$ cat src/rtl/uart_rx_ext.sv
// Parametrised UART receiver: 2-flop sync, 3-sample majority vote, N/P/S framing, error flags, show-ahead output FIFO.
// Word reaches tvalid one cycle after the final stop-bit mid-sample; a full FIFO with tready low drops the word and pulses overrun.
module uart_rx_ext #(
  parameter int CLK_FREQ   = 25_000_000,
  parameter int BAUD_RATE  = 115200,
  parameter int N_BITS     = 8,
  parameter int PARITY     = 0,
  parameter int STOP_BITS  = 1,
  parameter int FIFO_DEPTH = 4
) (
  input  logic              clk,
  input  logic              rst,
  input  logic              rx_data,
  output logic [N_BITS-1:0] uart_rx_tdata,
  output logic [1:0]        uart_rx_tuser,
  output logic              uart_rx_tvalid,
  input  logic              uart_rx_tready,
  output logic              rx_busy,
  output logic              overrun
);

  localparam int N_TICKS = CLK_FREQ / BAUD_RATE;
  localparam int HALF    = N_TICKS / 2;
  localparam int CW      = $clog2(N_TICKS + 1);
  localparam int BW      = $clog2(N_BITS + 1);
  localparam int PW      = $clog2(FIFO_DEPTH);
  localparam int CNTW    = PW + 1;
  localparam int EW      = N_BITS + 2;

  localparam logic [CW-1:0]   T_S0     = CW'(HALF - 1);
  localparam logic [CW-1:0]   T_S1     = CW'(HALF);
  localparam logic [CW-1:0]   T_MID    = CW'(HALF + 1);
  localparam logic [CW-1:0]   T_END    = CW'(N_TICKS - 1);
  localparam logic [BW-1:0]   LAST_BIT = BW'(N_BITS - 1);
  localparam logic [CNTW-1:0] FULL_CNT = CNTW'(FIFO_DEPTH);
  localparam logic            PAR_ODD  = (PARITY == 1);

  typedef enum logic [2:0] {
    S_IDLE,
    S_START,
    S_DATA,
    S_PARITY,
    S_STOP,
    S_WAIT_HIGH
  } state_t;

  state_t            r_state;
  state_t            w_state_nxt;
  logic              r_rx_meta;
  logic              r_rx_s;
  logic [CW-1:0]     r_tick;
  logic [BW-1:0]     r_bit;
  logic              r_stop;
  logic              r_smp0;
  logic              r_smp1;
  logic [N_BITS-1:0] r_shift;
  logic              r_perr;
  logic              r_ferr;

  logic              w_mid;
  logic              w_end;
  logic              w_vote;
  logic              w_last_stop;
  logic              w_ferr_now;
  logic              w_push;
  logic [EW-1:0]     w_push_dat;

  always_ff @(posedge clk) begin
    if (rst) begin
      r_rx_meta <= 1'b1;
      r_rx_s    <= 1'b1;
    end else begin
      r_rx_meta <= rx_data;
      r_rx_s    <= r_rx_meta;
    end
  end

  assign w_mid       = (r_tick == T_MID);
  assign w_end       = (r_tick == T_END);
  // Third sample is the live synchronised value at tick HALF+1.
  assign w_vote      = (r_smp0 & r_smp1) | (r_smp0 & r_rx_s) | (r_smp1 & r_rx_s);
  assign w_last_stop = (STOP_BITS == 1) || r_stop;
  assign w_ferr_now  = r_ferr | ~w_vote;
  assign w_push_dat  = {w_ferr_now, r_perr, r_shift};

  always_ff @(posedge clk) begin
    if (rst) r_state <= S_IDLE;
    else     r_state <= w_state_nxt;
  end

  always_comb begin
    w_state_nxt = r_state;
    w_push      = 1'b0;
    case (r_state)
      S_IDLE:      if (!r_rx_s) w_state_nxt = S_START;
      S_START: begin
        if (w_mid && w_vote) w_state_nxt = S_IDLE;
        else if (w_end)      w_state_nxt = S_DATA;
      end
      S_DATA:      if (w_end && (r_bit == LAST_BIT)) w_state_nxt = (PARITY != 0) ? S_PARITY : S_STOP;
      S_PARITY:    if (w_end) w_state_nxt = S_STOP;
      S_STOP: begin
        // Leave at the mid-sample so a slightly fast sender's next start edge is not missed.
        if (w_mid && w_last_stop) begin
          w_push      = 1'b1;
          w_state_nxt = w_ferr_now ? S_WAIT_HIGH : S_IDLE;
        end
      end
      S_WAIT_HIGH: if (r_rx_s) w_state_nxt = S_IDLE;
      default:     w_state_nxt = S_IDLE;
    endcase
  end

  always_ff @(posedge clk) begin
    if (rst) begin
      r_tick  <= '0;
      r_bit   <= '0;
      r_stop  <= 1'b0;
      r_smp0  <= 1'b1;
      r_smp1  <= 1'b1;
      r_shift <= '0;
      r_perr  <= 1'b0;
      r_ferr  <= 1'b0;
    end else if (r_state == S_IDLE || r_state == S_WAIT_HIGH) begin
      r_tick <= '0;
      r_bit  <= '0;
      r_stop <= 1'b0;
      r_perr <= 1'b0;
      r_ferr <= 1'b0;
    end else begin
      r_tick <= w_end ? '0 : r_tick + 1'b1;
      if (r_tick == T_S0) r_smp0 <= r_rx_s;
      if (r_tick == T_S1) r_smp1 <= r_rx_s;
      if (w_mid) begin
        case (r_state)
          S_DATA:   r_shift <= {w_vote, r_shift[N_BITS-1:1]};
          S_PARITY: r_perr  <= ((^r_shift) ^ w_vote) != PAR_ODD;
          S_STOP:   r_ferr  <= w_ferr_now;
          default:  ;
        endcase
      end
      if (w_end) begin
        if (r_state == S_DATA) r_bit  <= r_bit + 1'b1;
        if (r_state == S_STOP) r_stop <= 1'b1;
      end
    end
  end

  assign rx_busy = (r_state != S_IDLE) && (r_state != S_WAIT_HIGH);

  logic [EW-1:0]   r_mem [FIFO_DEPTH];
  logic [PW-1:0]   r_wr;
  logic [PW-1:0]   r_rd;
  logic [CNTW-1:0] r_count;
  logic            r_overrun;
  logic            w_full;
  logic            w_pop;
  logic            w_wr_en;
  logic [EW-1:0]   w_head;

  assign uart_rx_tvalid = (r_count != '0);
  assign w_full         = (r_count == FULL_CNT);
  assign w_pop          = uart_rx_tvalid & uart_rx_tready;
  assign w_wr_en        = w_push & (~w_full | w_pop);
  assign w_head         = r_mem[r_rd];

  always_ff @(posedge clk) begin
    if (w_wr_en) r_mem[r_wr] <= w_push_dat;
  end

  always_ff @(posedge clk) begin
    if (rst) begin
      r_wr      <= '0;
      r_rd      <= '0;
      r_count   <= '0;
      r_overrun <= 1'b0;
    end else begin
      if (w_wr_en) r_wr <= r_wr + 1'b1;
      if (w_pop)   r_rd <= r_rd + 1'b1;
      case ({w_wr_en, w_pop})
        2'b10:   r_count <= r_count + 1'b1;
        2'b01:   r_count <= r_count - 1'b1;
        default: r_count <= r_count;
      endcase
      r_overrun <= w_push & w_full & ~w_pop;
    end
  end

  // Memory is not reset, so the head is masked until it holds a real word.
  assign uart_rx_tdata = uart_rx_tvalid ? w_head[N_BITS-1:0] : '0;
  assign uart_rx_tuser = uart_rx_tvalid ? w_head[EW-1:N_BITS] : 2'b00;
  assign overrun       = r_overrun;

endmodule

$ cat config.mk
export PLATFORM = sky130hd
export DESIGN_NAME = uart_rx_ext
export DESIGN_NICKNAME = d
export VERILOG_FILES = /design/src/rtl/uart_rx_ext.sv
export SDC_FILE = /design/constraint.sdc
export NUM_CORES = 1
export LEC_CHECK = 0
export ABC_AREA = 1
export CELL_PAD_IN_SITES_DETAIL_PLACEMENT = 1
export CELL_PAD_IN_SITES_GLOBAL_PLACEMENT = 1
export CORE_MARGIN = 5
export CORE_UTILIZATION = 35
export CTS_BUF_LIST = sky130_fd_sc_hd__clkbuf_4
export CTS_CLUSTER_SIZE = 14
export DETAILED_ROUTE_END_ITERATION = 12
export GPL_TIMING_DRIVEN = 0
export PLACE_DENSITY = 0.64
export SLEW_MARGIN = 30
export SYNTH_ARGS = -nofsm -noshare
export SYNTH_HDL_FRONTEND = slang
export SYNTH_SLANG_ARGS = --single-unit
export TNS_END_PERCENT = 100
$ cat constraint.sdc
create_clock -name clk -period 2.1 [get_ports clk]
set_input_delay 0.315 -clock clk [delete_from_list [all_inputs] [get_ports clk]]
set_output_delay 0.315 -clock clk [all_outputs]
set_load 0.01 [all_outputs]
Yosys cells after proc, flatten, opt, wreduce, memory -nomap -nowiden
Memory sizes are Yosys's and may differ from the RTL's. A register that Yosys moved wholly into a read port is not among the register bits.
Cells that the tools add are included.
{ "op_classes": {"n_addsub": 6, "multipliers": 0, "div": 0, "n_lt_le_gt_ge": 0, "n_eq_ne": 20, "shift": 0, "mux": 18, "bitwise_logic": 16, "reduce_logical": 18} }
{ "op_table": {"columns": ["operator", "count"], "rows": [
  ["8-bit by 7-bit == test with 1-bit output, second input constant", 3],
  ["3-bit two-way mux", 8],
  ["3-bit case mux with 6 select lines", 1],
  ["2-bit inequality test, second input constant", 5],
  ["2-bit AND reduction", 5],
  ["3-bit == test, second input constant", 3],
  ["8-bit by 1-bit adder with 8-bit output, second input constant", 1],
  ["8-bit == test, second input constant", 1],
  ["8-bit two-way mux", 1],
  ["8-bit parity", 1],
  ["1-bit bitwise AND", 7],
  ["3-bit by 2-bit == test with 1-bit output, second input constant", 2],
  ["2-bit two-way mux", 3],
  ["3-bit inequality test, second input constant", 2],
  ["3-bit case mux with 2 select lines", 1],
  ["6-bit AND reduction", 1],
  ["3-bit nonzero test", 2],
  ["2-bit by 1-bit adder with 2-bit output, second input constant", 2],
  ["4-bit by 1-bit adder with 4-bit output, second input constant", 1],
  ["4-bit by 3-bit == test with 1-bit output, second input constant", 1],
  ["1-bit two-way mux", 4],
  ["1-bit NOT", 4],
  ["1-bit OR", 4],
  ["3-bit by 1-bit adder with 3-bit output, second input constant", 1],
  ["other kinds (12)", 14]
]} }
{ "totals": {"ff_bits": 37, "latch_bits": 0, "ramBits": 40, "romBits": 0, "input_bits": 4, "n_memories": 1} }
{ "memory_table": {"columns": ["name", "words", "width", "read_ports", "rd_ports_with_merged_regs", "write_ports", "line", "text"], "rows": [
  ["r_mem", 4, 10, 1, 1, 1, "151", "logic [EW-1:0] r_mem [FIFO_DEPTH];"]
]} }

Depth between registers and ports, before layout
Gate-level depths: netlist of the first run.
{ "logic_depth": {"word_depth": 8, "mapped_depth": 15, "ltp_nobuf": 15} }

Least setup slack after synthesis of the first run
Ideal clock, no wire load.
{ "synth_timing": {"kind": "reg2reg", "startpoint": "register r_tick[0]", "endpoint": "memory r_mem[0][0] in the netlist's numbering, enable pin", "setup_time_ns": 0.376, "arrival_time_ns": 1.521, "path_slack_ns": 0.202, "path_stages_with_launch": 8, "path_buffers": 0, "period_less_slack_ns": 1.898, "path_cell_list": "dfxtp_1 > ha_1 > inv_1 > nor2_2 > nand2_2 > nor2_4 > nand2_1 > nor2_1"} }
{ "synth_between": {"elab_chain_len": 6} }
{ "synth_rtl": {"columns": ["item", "line", "text"], "rows": [
  ["start, declared", "51", "logic [CW-1:0] r_tick;"],
  ["start signal, assigned", "131", "r_tick <= w_end ? '0 : r_tick + 1'b1;"],
  ["8-bit by 7-bit == test with 1-bit output", "78", "assign w_mid = (r_tick == T_MID);"],
  ["1-bit two-way mux", "104", "if (w_mid && w_last_stop) begin"],
  ["1-bit two-way mux", "94", "case (r_state)"],
  ["1-bit bitwise AND", "164", "assign w_wr_en = w_push & (~w_full | w_pop);"],
  ["1-bit two-way mux", "168", "if (w_wr_en) r_mem[r_wr] <= w_push_dat;"],
  ["1-bit two-way mux (implied by the code)", "168", null],
  ["end, declared", "151", null]
]} }
Every way passes these cells.

Worst setup path after layout of the first run
{ "layout_timing": {"startpoint": "register r_count[0]", "endpoint": "output uart_rx_tdata[4]"} }
{ "layout_between": {"elab_chain_len": 2} }
{ "layout_rtl": {"columns": ["item", "line", "text"], "rows": [
  ["start, declared", "154", "logic [CNTW-1:0] r_count;"],
  ["start signal, assigned", "181", "2'b10: r_count <= r_count + 1'b1;"],
  ["start signal, assigned", "182", "2'b01: r_count <= r_count - 1'b1;"],
  ["start signal, assigned", "183", "default: r_count <= r_count;"],
  ["3-bit nonzero test", "161", "assign uart_rx_tvalid = (r_count != '0);"],
  ["8-bit two-way mux", "190", "assign uart_rx_tdata = uart_rx_tvalid ? w_head[N_BITS-1:0] : '0;"],
  ["end, declared", "14", "output logic [N_BITS-1:0] uart_rx_tdata,"]
]} }
Every way passes these cells.

==> flow_metrics.py, run 1 <==
metrics = {
    "floorplan": {
        "die_height_um": 110,
        "coreArea_um2": 9770,
        "die_w_um": 110,
        "starting_utilization_of_the_core_area_pct": 35.8,
        "top_ports": 17,
        "fp.dieArea_um2": 12100,
        "rows": 36,
    },
    "synthesis": {
        "synthDominantAreaCellType": "edfxtp_1",
        "synthesis.nets": 416,
        "synth.cells.most_frequent": "nor2_1, nand2_1, inv_1, o21ai_0, edfxtp_1",
        "synth_seq_cells": 79,
        "synth-edff-count": 40,
        "count_of_cell_types_in_the_netlist": 29,
        "async_reset_ff_share_pct": 0,
        "synth_ff_type": "edfxtp_1",
        "synth_sequential_area_ratio_pct": 56.7,
        "syn-instance-count": 403,
        "yosys_warnings": 0,
        "synth_area_per_cell_um2": 8.68,
        "synthTopCellsByArea": "edfxtp_1, dfxtp_1, nor2_1",
        "synth_top_area_share_pct": 34.3,
        "post_synth_design_cell_area_um2": 3500,
        "yosysMostFrequentCell": "nor2_1",
    },
    "place": {
        "io_buffers": 16,
        "gp_congestion": 0.729,
        "placedInstanceArea_um2": 3820,
        "place.detailed.hpwl_mm": 5.39,
    },
    "route": {
        "viasPerCell": 4.72,
        "drt-wirelength-per-cell_um": 13.6,
        "dr.pass1.iters": 4,
        "via_count": 2728,
        "detail_route.drc_violations": 0,
        "drt_iter0_markers": 100,
        "finalWirelength_mm": 7.84,
        "antenna_violating_nets_post_route": 0,
    },
    "sta": {
        "timing.clock.skew_ns": 0.0201,
        "hold_slack_ns": 0.427,
        "max_clock_freq_mhz": 499,
        "maxSlewHeadroom_pct": 67.0,
        "tns_ns": 0,
        "setup_viol": 0,
        "min_cycle_time_layout_ns": 2.00,
        "fin_crit_sh_pct": 95.5,
        "max_slew.worst_pin.slew_ns": 0.493,
        "report.final.hold_viol_count": 0,
        "timing.final.max_slew_violations": 0,
    },
    "worst_setup_path": {
        "cp-start-kind": "flip-flop",
        "crit_path_end_kind": "output port",
        "r2r_cells": 7,
        "critical_path_arrival_ns": 1.69,
        "worstPathMaxFanout": 5,
        "worst_ep_required_time_ns": 1.78,
        "timing_worst_setup_path_type": "reg2out",
    },
    "clock_network": {
        "cts_buffers": 9,
        "clkSlewWorstSetupHoldPaths_ns": 0.14,
        "tritoncts_clock_tree": "yes",
        "h-tree-depth": 3,
        "worstSkewPairLatency_ns": 0.42,
        "clockRootBuffer": "clkbuf_4",
        "clk_path_buf_depth": 2,
        "numClockSinks": 79,
    },
    "finish": {
        "ff_latch_area_um2": 2000,
        "stdcell_area_um2": 4180,
        "multi_input_comb_area_um2": 1340,
        "num-nets-final": 453,
        "nFillCells": 1176,
        "area_growth_from_synthesis_to_layout_pct": 19.6,
        "num_antenna_cells": 0,
        "drive_gt1_share_pct": 15.5,
    },
    "global_routing": {
        "grt_antenna_before_repair": 0,
        "groute.usage.overall_pct": 13.9,
        "grt_overflow": 0,
        "grt_first_pass_wirelength_mm": 12.9,
        "largest_net_degree_at_the_start_of_global_routing": 16,
        "first_global_vias": 2703,
    },
    "worst_hold_path": {
        "hp-class": "reg2reg",
        "min_path_cells": 1,
    },
    "flow_run": {
        "timing.max_cap.violations": 0,
    },
    "run_status": {
        "run_status": "finished clean",
    },
    "power": {
        "static-leakage-power_uw": 0.00172,
        "power_per_cell_area_nw_per_um2": 730,
        "peak_supply_drop_mv": 0.348,
        "p_total_uw": 3050,
    },
}
## worst paths after layout
path	start	endpoint	slack, ns
setup / recovery	r_count[0]$_SDFFE_PP0P_	uart_rx_tdata[4]	0.1
hold / removal	r_rx_meta$_SDFF_PP1_	r_rx_s$_SDFF_PP1_	0.43
setup reg to reg	r_tick[5]$_SDFF_PP0_	r_mem[2][1]$_DFFE_PP_	0.12
hold reg to reg	r_rx_meta$_SDFF_PP1_	r_rx_s$_SDFF_PP1_	0.43
## flip-flops by register name, summed over array words and instances (netlist names), 2 cells and up, named ones only
name     flops
r_bit        4
r_count      3
r_mem       40
r_rd         2
r_shift      8
r_state      3
r_tick       8
r_wr         2
## per-stage QoR
stage | setup slack [ns] | cells | utilization [%]
global placement | -0.301 | 552 | 39.1
finish | 0.0955 | 578 | 42.8
floorplan | 0.202 | 403 | -
detailed placement | -0.343 | 552 | 39.1
CTS | -0.157 | 571 | 41.4
global route | -0.0210 | 578 | 42.8
## routing by layer
metal / up-vias / wire (um) / global-route usage [%]
met5: - / 0 / 0
met4: 0 / 116 / 5.08
met3: 11 / 165 / 2.62
met2: 21 / 4010 / 25.2
met1: 1296 / 3540 / 16.2
li1: 1400 / - / -
## cell type report
| cell class | count | area share (%) |
|---|---|---|
| Sequential cell | 79 | 47.7 |
| Multi-Input combinational cell | 264 | 32.1 |
| Timing Repair Buffer | 26 | 6.55 |
| Inverter | 52 | 4.79 |
| Tap cell | 133 | 3.98 |
| Buffer | 8 | 1.82 |
| Clock buffer | 9 | 1.62 |
| Clock inverter | 7 | 1.38 |
## worst max-delay path: stages (launching register included)
cell	delay [ns]
dfxtp_4	0.40
nor3_4	0.22
clkbuf_8	0.18
buf_4	0.14
a21oi_1	0.05
dlygate4sd2_1	0.29
## cell families (layout without fill, tap and decap cells)
family / count (synthesis) / after routing / share of synthesized area [%]
AOI/OAI and AO/OA: 77 / 77 / 11.2
adders and majority gates: 9 / 9 / 3.43
xor gates and xnor gates: 3 / 3 / 0.751
and+or+nand+nor: 175 / 175 / 21.4
DFF: 79 / 79 / 56.7
buffers and inverters: 60 / 102 / 6.58
## where the power goes
group	internal, uW	leakage (uW)	switching [uW]
clock	254	0.0000602	567
sequential	1650	0.000786	48.7
combinational	182	0.000873	351
## timing repair
item,in CTS,in global routing
gates cloned,0,0
pin swaps,1,8
hold buffers,0,0
endpoints found under the hold margin,0,0
resized for setup,38,23
setup endpoints to repair,52,49
setup buffers,3,7
## layout by cell type (no fill, tap or decap), drive strengths merged, types with 2 or more instances in the layout
| cell | instances |
|---|---|
| a21oi | 33 |
| dfxtp | 39 |
| ha | 8 |
| nand4 | 6 |
| buf | 12 |
| nand3b | 2 |
| o21ai | 42 |
| dlygate4sd2 | 5 |
| nor2 | 76 |
| edfxtp | 40 |
| clkbuf | 17 |
| nand2 | 69 |
| nand3 | 12 |
| clkinvlp | 3 |
| clkdlybuf4s15 | 3 |
| dlymetal6s2s | 2 |
| clkinv | 4 |
| inv | 52 |
| clkdlybuf4s50 | 4 |
| xor2 | 2 |
| nor3 | 5 |
| or2 | 3 |
No activity file was read; power rests on OpenSTA's default activity.
==> run 2, diff against run 1 <==
--- a/config.mk
+++ b/config.mk
@@ -5,7 +5,7 @@
 export SDC_FILE = /design/constraint.sdc
 export NUM_CORES = 1
 export LEC_CHECK = 0
-export ABC_AREA = 1
+export ABC_AREA = 0
 export CELL_PAD_IN_SITES_DETAIL_PLACEMENT = 1
 export CELL_PAD_IN_SITES_GLOBAL_PLACEMENT = 1
 export CORE_MARGIN = 5
@@ -14,7 +14,7 @@
 export CTS_CLUSTER_SIZE = 14
 export DETAILED_ROUTE_END_ITERATION = 12
 export GPL_TIMING_DRIVEN = 0
-export PLACE_DENSITY = 0.64
+export PLACE_DENSITY = 0.6
 export SLEW_MARGIN = 30
 export SYNTH_ARGS = -nofsm -noshare
 export SYNTH_HDL_FRONTEND = slang
==> run 2 against run 1 <==
Maximum frequency down 11%. Synthesized area shrank 1.9%. The run now ends with negative setup slack left. Critical path depth grew 2. Hold slack got worse by 0.13 ns. Critical path type is now reg2reg. Clock-buffer cell count is the same. Via count down 23%. Critical endpoint is now r_count[2]$_SDFFE_PP0P_. Cell area rose by 1.8%.
==> flow_metrics.py, run 2 <==
metrics = {
    "sta": {
        "rsz0062_at_grt": "yes",
        "fin_crit_sh_pct": 107,
        "timing.clock.skew_ns": 0.0142,
        "hold_slack_ns": 0.294,
        "setup_slack_ns": -0.143,
        "max_slew.worst_pin.slew_ns": 0.506,
        "report.final.hold_viol_count": 0,
        "max_clock_freq_mhz": 446,
        "maxSlewHeadroom_pct": 66.2,
        "min_cycle_time_layout_ns": 2.24,
        "timing.final.max_slew_violations": 0,
        "tns_ns": -0.274,
        "setup_viol": 7,
    },
    "worst_setup_path": {
        "crit_path_end_kind": "flip-flop",
        "critical-path-max-stage-delay_ns": 0.52,
        "worstPathMaxFanout": 5,
        "timing_worst_setup_path_type": "reg2reg",
        "critical_path_arrival_ns": 2.60,
        "cp-start-kind": "flip-flop",
        "worst_ep_required_time_ns": 2.46,
        "slowest_stage": "or4b_1",
        "cp_cell_sequence": "or3_4, nand2_4, nor2_4, fa_2, or4b_1, a21o_1, a31oi_1",
    },
    "synthesis": {
        "count_of_cell_types_in_the_netlist": 47,
        "async_reset_ff_share_pct": 0,
        "yosys_warnings": 0,
        "synth_sequential_area_ratio_pct": 57.8,
        "synth_seq_cells": 79,
        "synth.cells.most_frequent": "edfxtp_1, dfxtp_1, nor2_1, and2_1, mux2i_1",
        "post_synth_design_cell_area_um2": 3430,
        "syn-instance-count": 266,
        "synth-edff-count": 40,
        "synth_top_area_share_pct": 35.0,
        "synthDominantAreaCellType": "edfxtp_1",
        "synthesis.nets": 279,
        "synth_area_per_cell_um2": 12.9,
        "yosysMostFrequentCell": "edfxtp_1",
        "synthTopCellsByArea": "edfxtp_1, dfxtp_1, mux4_2",
        "synth_ff_type": "edfxtp_1",
    },
    "clock_network": {
        "tritoncts_clock_tree": "yes",
        "numClockSinks": 79,
        "cts_buffers": 9,
        "worstSkewPairLatency_ns": 0.43,
        "clockRootBuffer": "clkbuf_4",
        "cts.hold.buffers_added": 0,
        "clkSlewWorstSetupHoldPaths_ns": 0.14,
        "h-tree-depth": 3,
        "clk_path_buf_depth": 2,
    },
    "route": {
        "via_count": 2099,
        "antenna_violating_nets_post_route": 0,
        "drt-wirelength-per-cell_um": 16.2,
        "dr.pass1.iters": 4,
        "drt_iter0_markers": 49,
        "viasPerCell": 4.69,
        "detail_route.drc_violations": 0,
        "finalWirelength_mm": 7.26,
    },
    "place": {
        "place_ws_ns": -0.367,
        "placedInstanceArea_um2": 3760,
        "gp_congestion": 0.691,
        "place.detailed.hpwl_mm": 4.65,
        "io_buffers": 15,
    },
    "run_status": {
        "failing_checks": "negative setup slack",
        "run_status": "complete, but fails checks",
    },
    "global_routing": {
        "grt_antenna_before_repair": 0,
        "largest_net_degree_at_the_start_of_global_routing": 15,
        "grt_overflow": 0,
        "groute.usage.overall_pct": 13.3,
        "grt_first_pass_wirelength_mm": 11.8,
        "first_global_vias": 2307,
    },
    "floorplan": {
        "top_ports": 17,
        "die_height_um": 109,
        "coreArea_um2": 9680,
        "starting_utilization_of_the_core_area_pct": 35.4,
        "fp.dieArea_um2": 11900,
        "rows": 36,
        "die_w_um": 109,
    },
    "finish": {
        "num_antenna_cells": 0,
        "stdcell_area_um2": 4260,
        "num-nets-final": 323,
        "layout.cells.most_common_list": "edfxtp_1, nor2_1, dfxtp_1, buf_4, mux2i_1",
        "largest_register_ffs": 40,
        "drive_gt1_share_pct": 34.9,
        "biggestRegsByFlops": "r_mem: 40 flops, r_shift: 8 flops, r_tick: 8 flops",
        "area_growth_from_synthesis_to_layout_pct": 24.1,
        "post-route-util_pct": 44.0,
        "largest_reg_by_ff_count": "r_mem",
        "layout.cells.most_common": "edfxtp_1",
        "nFillCells": 1013,
    },
    "power": {
        "peak_supply_drop_mv": 0.326,
        "static-leakage-power_uw": 0.00150,
        "power_per_cell_area_nw_per_um2": 755,
    },
    "flow_run": {
        "timing.max_cap.violations": 0,
    },
    "worst_hold_path": {
        "hp-class": "in2reg",
    },
}
## run 2: changes by cell type in the layout (fill, tap and decap cells not counted), moves of 8 or more
cell / before / now
a21oi_1: 33 / 3
and2_4: 0 / 8
buf_4: 7 / 17
buf_6: 0 / 12
inv_1: 49 / 6
mux2i_1: 0 / 13
mux4_2: 0 / 10
nand2_1: 64 / 6
nor2_1: 66 / 30
o21ai_0: 41 / 2
xnor2_1: 1 / 11
## run 2: layout make-up
| cell class | instances | area, um2 | share of cell area (%) |
|---|---|---|---|
| Tap cell | 133 | 166 | 3.91 |
| Clock inverter | 7 | 96.3 | 2.26 |
| Sequential cell | 79 | 2010 | 47.3 |
| Clock buffer | 9 | 67.6 | 1.59 |
| Timing Repair Buffer | 37 | 357 | 8.38 |
| Multi-Input combinational cell | 168 | 1480 | 34.7 |
| Inverter | 8 | 30.0 | 0.705 |
| Buffer | 7 | 47.5 | 1.12 |
## run 2: path summary, 6_finish.rpt
| path | startpoint | endpoint | slack, ns | depth (start not counted) |
|---|---|---|---|---|
| max | r_count[1]$_SDFFE_PP0P_ | r_count[2]$_SDFFE_PP0P_ | -0.14 | 7 |
| min | rst | r_smp1$_SDFFE_PP1P_ | 0.29 | 2 |
| max reg2reg | r_count[1]$_SDFFE_PP0P_ | r_count[2]$_SDFFE_PP0P_ | -0.14 | 7 |
| min reg2reg | r_rx_meta$_SDFF_PP1_ | r_rx_s$_SDFF_PP1_ | 0.44 | 1 |
## run 2: metal layers
layer	GRT usage [%]	wire, um	vias up
met3	3.26	173	12
met1	16.0	3260	1031
li1	-	-	1032
met4	5.14	127	0
met5	0	0	-
met2	23.1	3690	24
## run 2: what timing repair did
item,in CTS,in global routing
endpoints found under the setup margin,53,16
buffers inserted,13,8
gates resized for setup,81,26
hold endpoints to repair,0,0
pin swaps,7,18
gates cloned,1,0
## run 2: cell families (layout without fill, tap and decap cells)
logic type / count (synthesis) / count (layout) / share of synthesized area, %
compound gates: 12 / 12 / 2.30
xor+xnor: 20 / 20 / 5.51
fa+ha+maj: 10 / 10 / 3.79
buf+inv: 19 / 68 / 2.41
flops: 79 / 79 / 57.8
mux: 25 / 25 / 11.3
simple gates: 101 / 101 / 16.9
## run 2: report_power, final
group          internal (uW)  switching [uW]  total [uW]
logic                    235             211         446
registers               1650            61.4        1710
clock network            485             572        1060
## run 2: stage by stage
stage	total power (uW)	cells
after floorplan	1920	266
after global placement	2050	414
after detailed placement	2060	414
after CTS	3160	442
after global routing	3370	448
final	3210	448
## run 2: worst max-delay path, delay by kind of cell (launching register included)
family | cells | cell delay [ns]
AOI/OAI and AO/OA | 2 | 0.31
and+or+nand+nor | 4 | 1.11
adders and majority gates | 1 | 0.36
DFF | 1 | 0.39
==> run 3, diff against run 2 <==
--- a/config.mk
+++ b/config.mk
@@ -14,7 +14,8 @@
 export CTS_CLUSTER_SIZE = 14
 export DETAILED_ROUTE_END_ITERATION = 12
 export GPL_TIMING_DRIVEN = 0
-export PLACE_DENSITY = 0.6
+export PLACE_DENSITY = 0.68
+export SETUP_SLACK_MARGIN = 0.4
 export SLEW_MARGIN = 30
 export SYNTH_ARGS = -nofsm -noshare
 export SYNTH_HDL_FRONTEND = slang
==> run 3 against run 2 <==
The run still ends with negative setup slack left. Hold slack got worse by 0.027 ns. Flip-flop and latch count unchanged. Power increased by 1.7%. First-iteration DRC count increased by 53%. Non-clock buffer count increased by 7. Clock-buffer cell count unchanged. Clock skew increased by 0.0034 ns. Via count increased by 5.5%.
==> flow_metrics.py, run 3 (synthesis gave the netlist of run 2 again) <==
metrics = {
    "place": {
        "place.detailed.hpwl_mm": 4.44,
        "io_buffers": 15,
        "gp_congestion": 0.754,
    },
    "sta": {
        "setup_viol": 1,
        "timing.clock.skew_ns": 0.0176,
        "setup_slack_ns": -0.114,
        "hold_slack_ns": 0.267,
        "report.final.hold_viol_count": 0,
        "rsz0062_at_grt": "yes",
        "max_clock_freq_mhz": 452,
        "maxSlewHeadroom_pct": 62.6,
        "tns_ns": -0.114,
        "max_slew.worst_pin.slew_ns": 0.561,
        "fin_crit_sh_pct": 105,
        "min_cycle_time_layout_ns": 2.21,
        "timing.final.max_slew_violations": 0,
    },
    "flow_run": {
        "timing.max_cap.violations": 0,
    },
    "global_routing": {
        "largest_net_degree_at_the_start_of_global_routing": 16,
        "grt_antenna_before_repair": 0,
        "first_global_vias": 2417,
        "grt_overflow": 0,
        "groute.usage.overall_pct": 13.6,
        "grt_first_pass_wirelength_mm": 12.3,
    },
    "finish": {
        "layout.cells.most_common_list": "edfxtp_1, nor2_1, dfxtp_1, buf_4, and2_4",
        "drive_gt1_share_pct": 41.7,
        "area_growth_from_synthesis_to_layout_pct": 28.4,
        "largest_reg_by_ff_count": "r_mem",
        "num_antenna_cells": 0,
        "ff_latch_area_um2": 2020,
        "biggestRegsByFlops": "r_mem: 40 flops, r_shift: 8 flops, r_tick: 8 flops",
        "num-nets-final": 334,
        "largest_register_ffs": 40,
        "multi_input_comb_area_um2": 1560,
        "nFillCells": 1008,
        "layout.cells.most_common": "edfxtp_1",
    },
    "route": {
        "antenna_violating_nets_post_route": 0,
        "dr_wl_met2_mm": 3.77,
        "finalWirelength_mm": 7.36,
        "highest_metal_used": "met4",
        "wl_met3_um": 226,
        "met1Wirelength_mm": 3.21,
        "drt-wirelength-per-cell_um": 16.0,
        "drt_iter0_markers": 75,
        "dr.pass1.iters": 4,
        "detail_route.drc_violations": 0,
        "via_count": 2214,
        "viasPerCell": 4.82,
    },
    "worst_setup_path": {
        "critPathTopFamily": "simple AND/OR/NAND/NOR gates",
        "critical_path_arrival_ns": 2.58,
        "timing_worst_setup_path_type": "reg2reg",
        "worstSetupPathDepth": 8,
        "worstPathMaxFanout": 9,
        "slowest_stage": "or4b_1",
        "cp_cell_sequence": "and4bb_4, buf_6, and3_4, nor2_4, fa_2, or4b_1, a21o_1, a31oi_1",
        "worst_ep_required_time_ns": 2.47,
        "critical-path-max-stage-delay_ns": 0.47,
        "crit_path_end_kind": "flip-flop",
        "worst-path-buf-inv": 1,
        "r2r_cells": 8,
        "cp-start-kind": "flip-flop",
    },
    "clock_network": {
        "clockRootBuffer": "clkbuf_4",
        "cts_buffers": 9,
        "numClockSinks": 79,
        "clkSlewWorstSetupHoldPaths_ns": 0.13,
        "h-tree-depth": 3,
        "cts.hold.buffers_added": 0,
        "clk_path_buf_depth": 2,
        "tritoncts_clock_tree": "yes",
        "worstSkewPairLatency_ns": 0.44,
    },
    "worst_hold_path": {
        "hp-class": "in2reg",
        "min_path_cells": 2,
    },
    "run_status": {
        "run_status": "complete, but fails checks",
        "failing_checks": "negative setup slack",
    },
    "floorplan": {
        "die_w_um": 109,
        "fp.dieArea_um2": 11900,
        "top_ports": 17,
        "die_height_um": 109,
        "rows": 36,
        "coreArea_um2": 9680,
        "starting_utilization_of_the_core_area_pct": 35.4,
    },
    "power": {
        "power_per_cell_area_nw_per_um2": 742,
        "static-leakage-power_uw": 0.00157,
        "peak_supply_drop_mv": 0.354,
    },
}
==> run 3: cell count changes in the layout (fill, tap and decap cells not counted), moves of 3 or more <==
cell,change
dfxtp_1,-3
and2_2,-4
buf_4,+3
and2_4,+6
dfxtp_2,+3
==> run 3: per-stage QoR <==
step,setup slack [ns],instance area [um2],util [%],std cells,power [uW]
after floorplan,-0.0910,3460,-,266,1920
after global routing,-0.211,4410,45.5,459,3430
final,-0.114,4410,45.5,459,3270
after CTS,-0.104,4250,43.9,450,3190
after global placement,-0.241,3780,39.0,414,2050
after detailed placement,-0.270,3780,39.0,414,2050
==> run 3: per-layer routing <==
metal / track usage [%] / up-vias
met5: 0 / -
met1: 16.3 / 1108
met2: 23.8 / 30
li1: - / 1062
met4: 5.59 / 0
met3: 2.55 / 14
==> run 3: final timing paths <==
check | start | endpoint | slack (ns)
worst max-delay path | r_tick[7]$_SDFF_PP0_ | r_count[2]$_SDFFE_PP0P_ | -0.11
worst min-delay path | rst | r_smp1$_SDFFE_PP1P_ | 0.27
worst min register to register | r_rx_meta$_SDFF_PP1_ | r_rx_s$_SDFF_PP1_ | 0.43
worst max register to register | r_tick[7]$_SDFF_PP0_ | r_count[2]$_SDFFE_PP0P_ | -0.11
==> run 3: layout make-up <==
| cell class | count | share of cell area [%] |
|---|---|---|
| buffer | 11 | 2.53 |
| clock buffer | 9 | 1.53 |
| clock inverter | 7 | 1.85 |
| inverter | 8 | 0.738 |
| multi-input combinational | 172 | 35.4 |
| sequential | 79 | 45.8 |
| tap | 133 | 3.78 |
| timing repair buffer | 40 | 8.35 |
==> run 3: what timing repair did <==
item                                    4_1_cts  5_1_grt
cloned                                        6        0
gates resized for setup                     112       26
endpoints found under the setup margin       81       81
buffers inserted                             14        9
pin swaps                                    22       10
==> run 3: where the power goes <==
part / switching (uW) / total [uW] / internal (uW)
combinational: 272 / 612 / 341
sequential: 48.1 / 1690 / 1640
clock: 586 / 965 / 379
total: 906 / 3270 / 2360
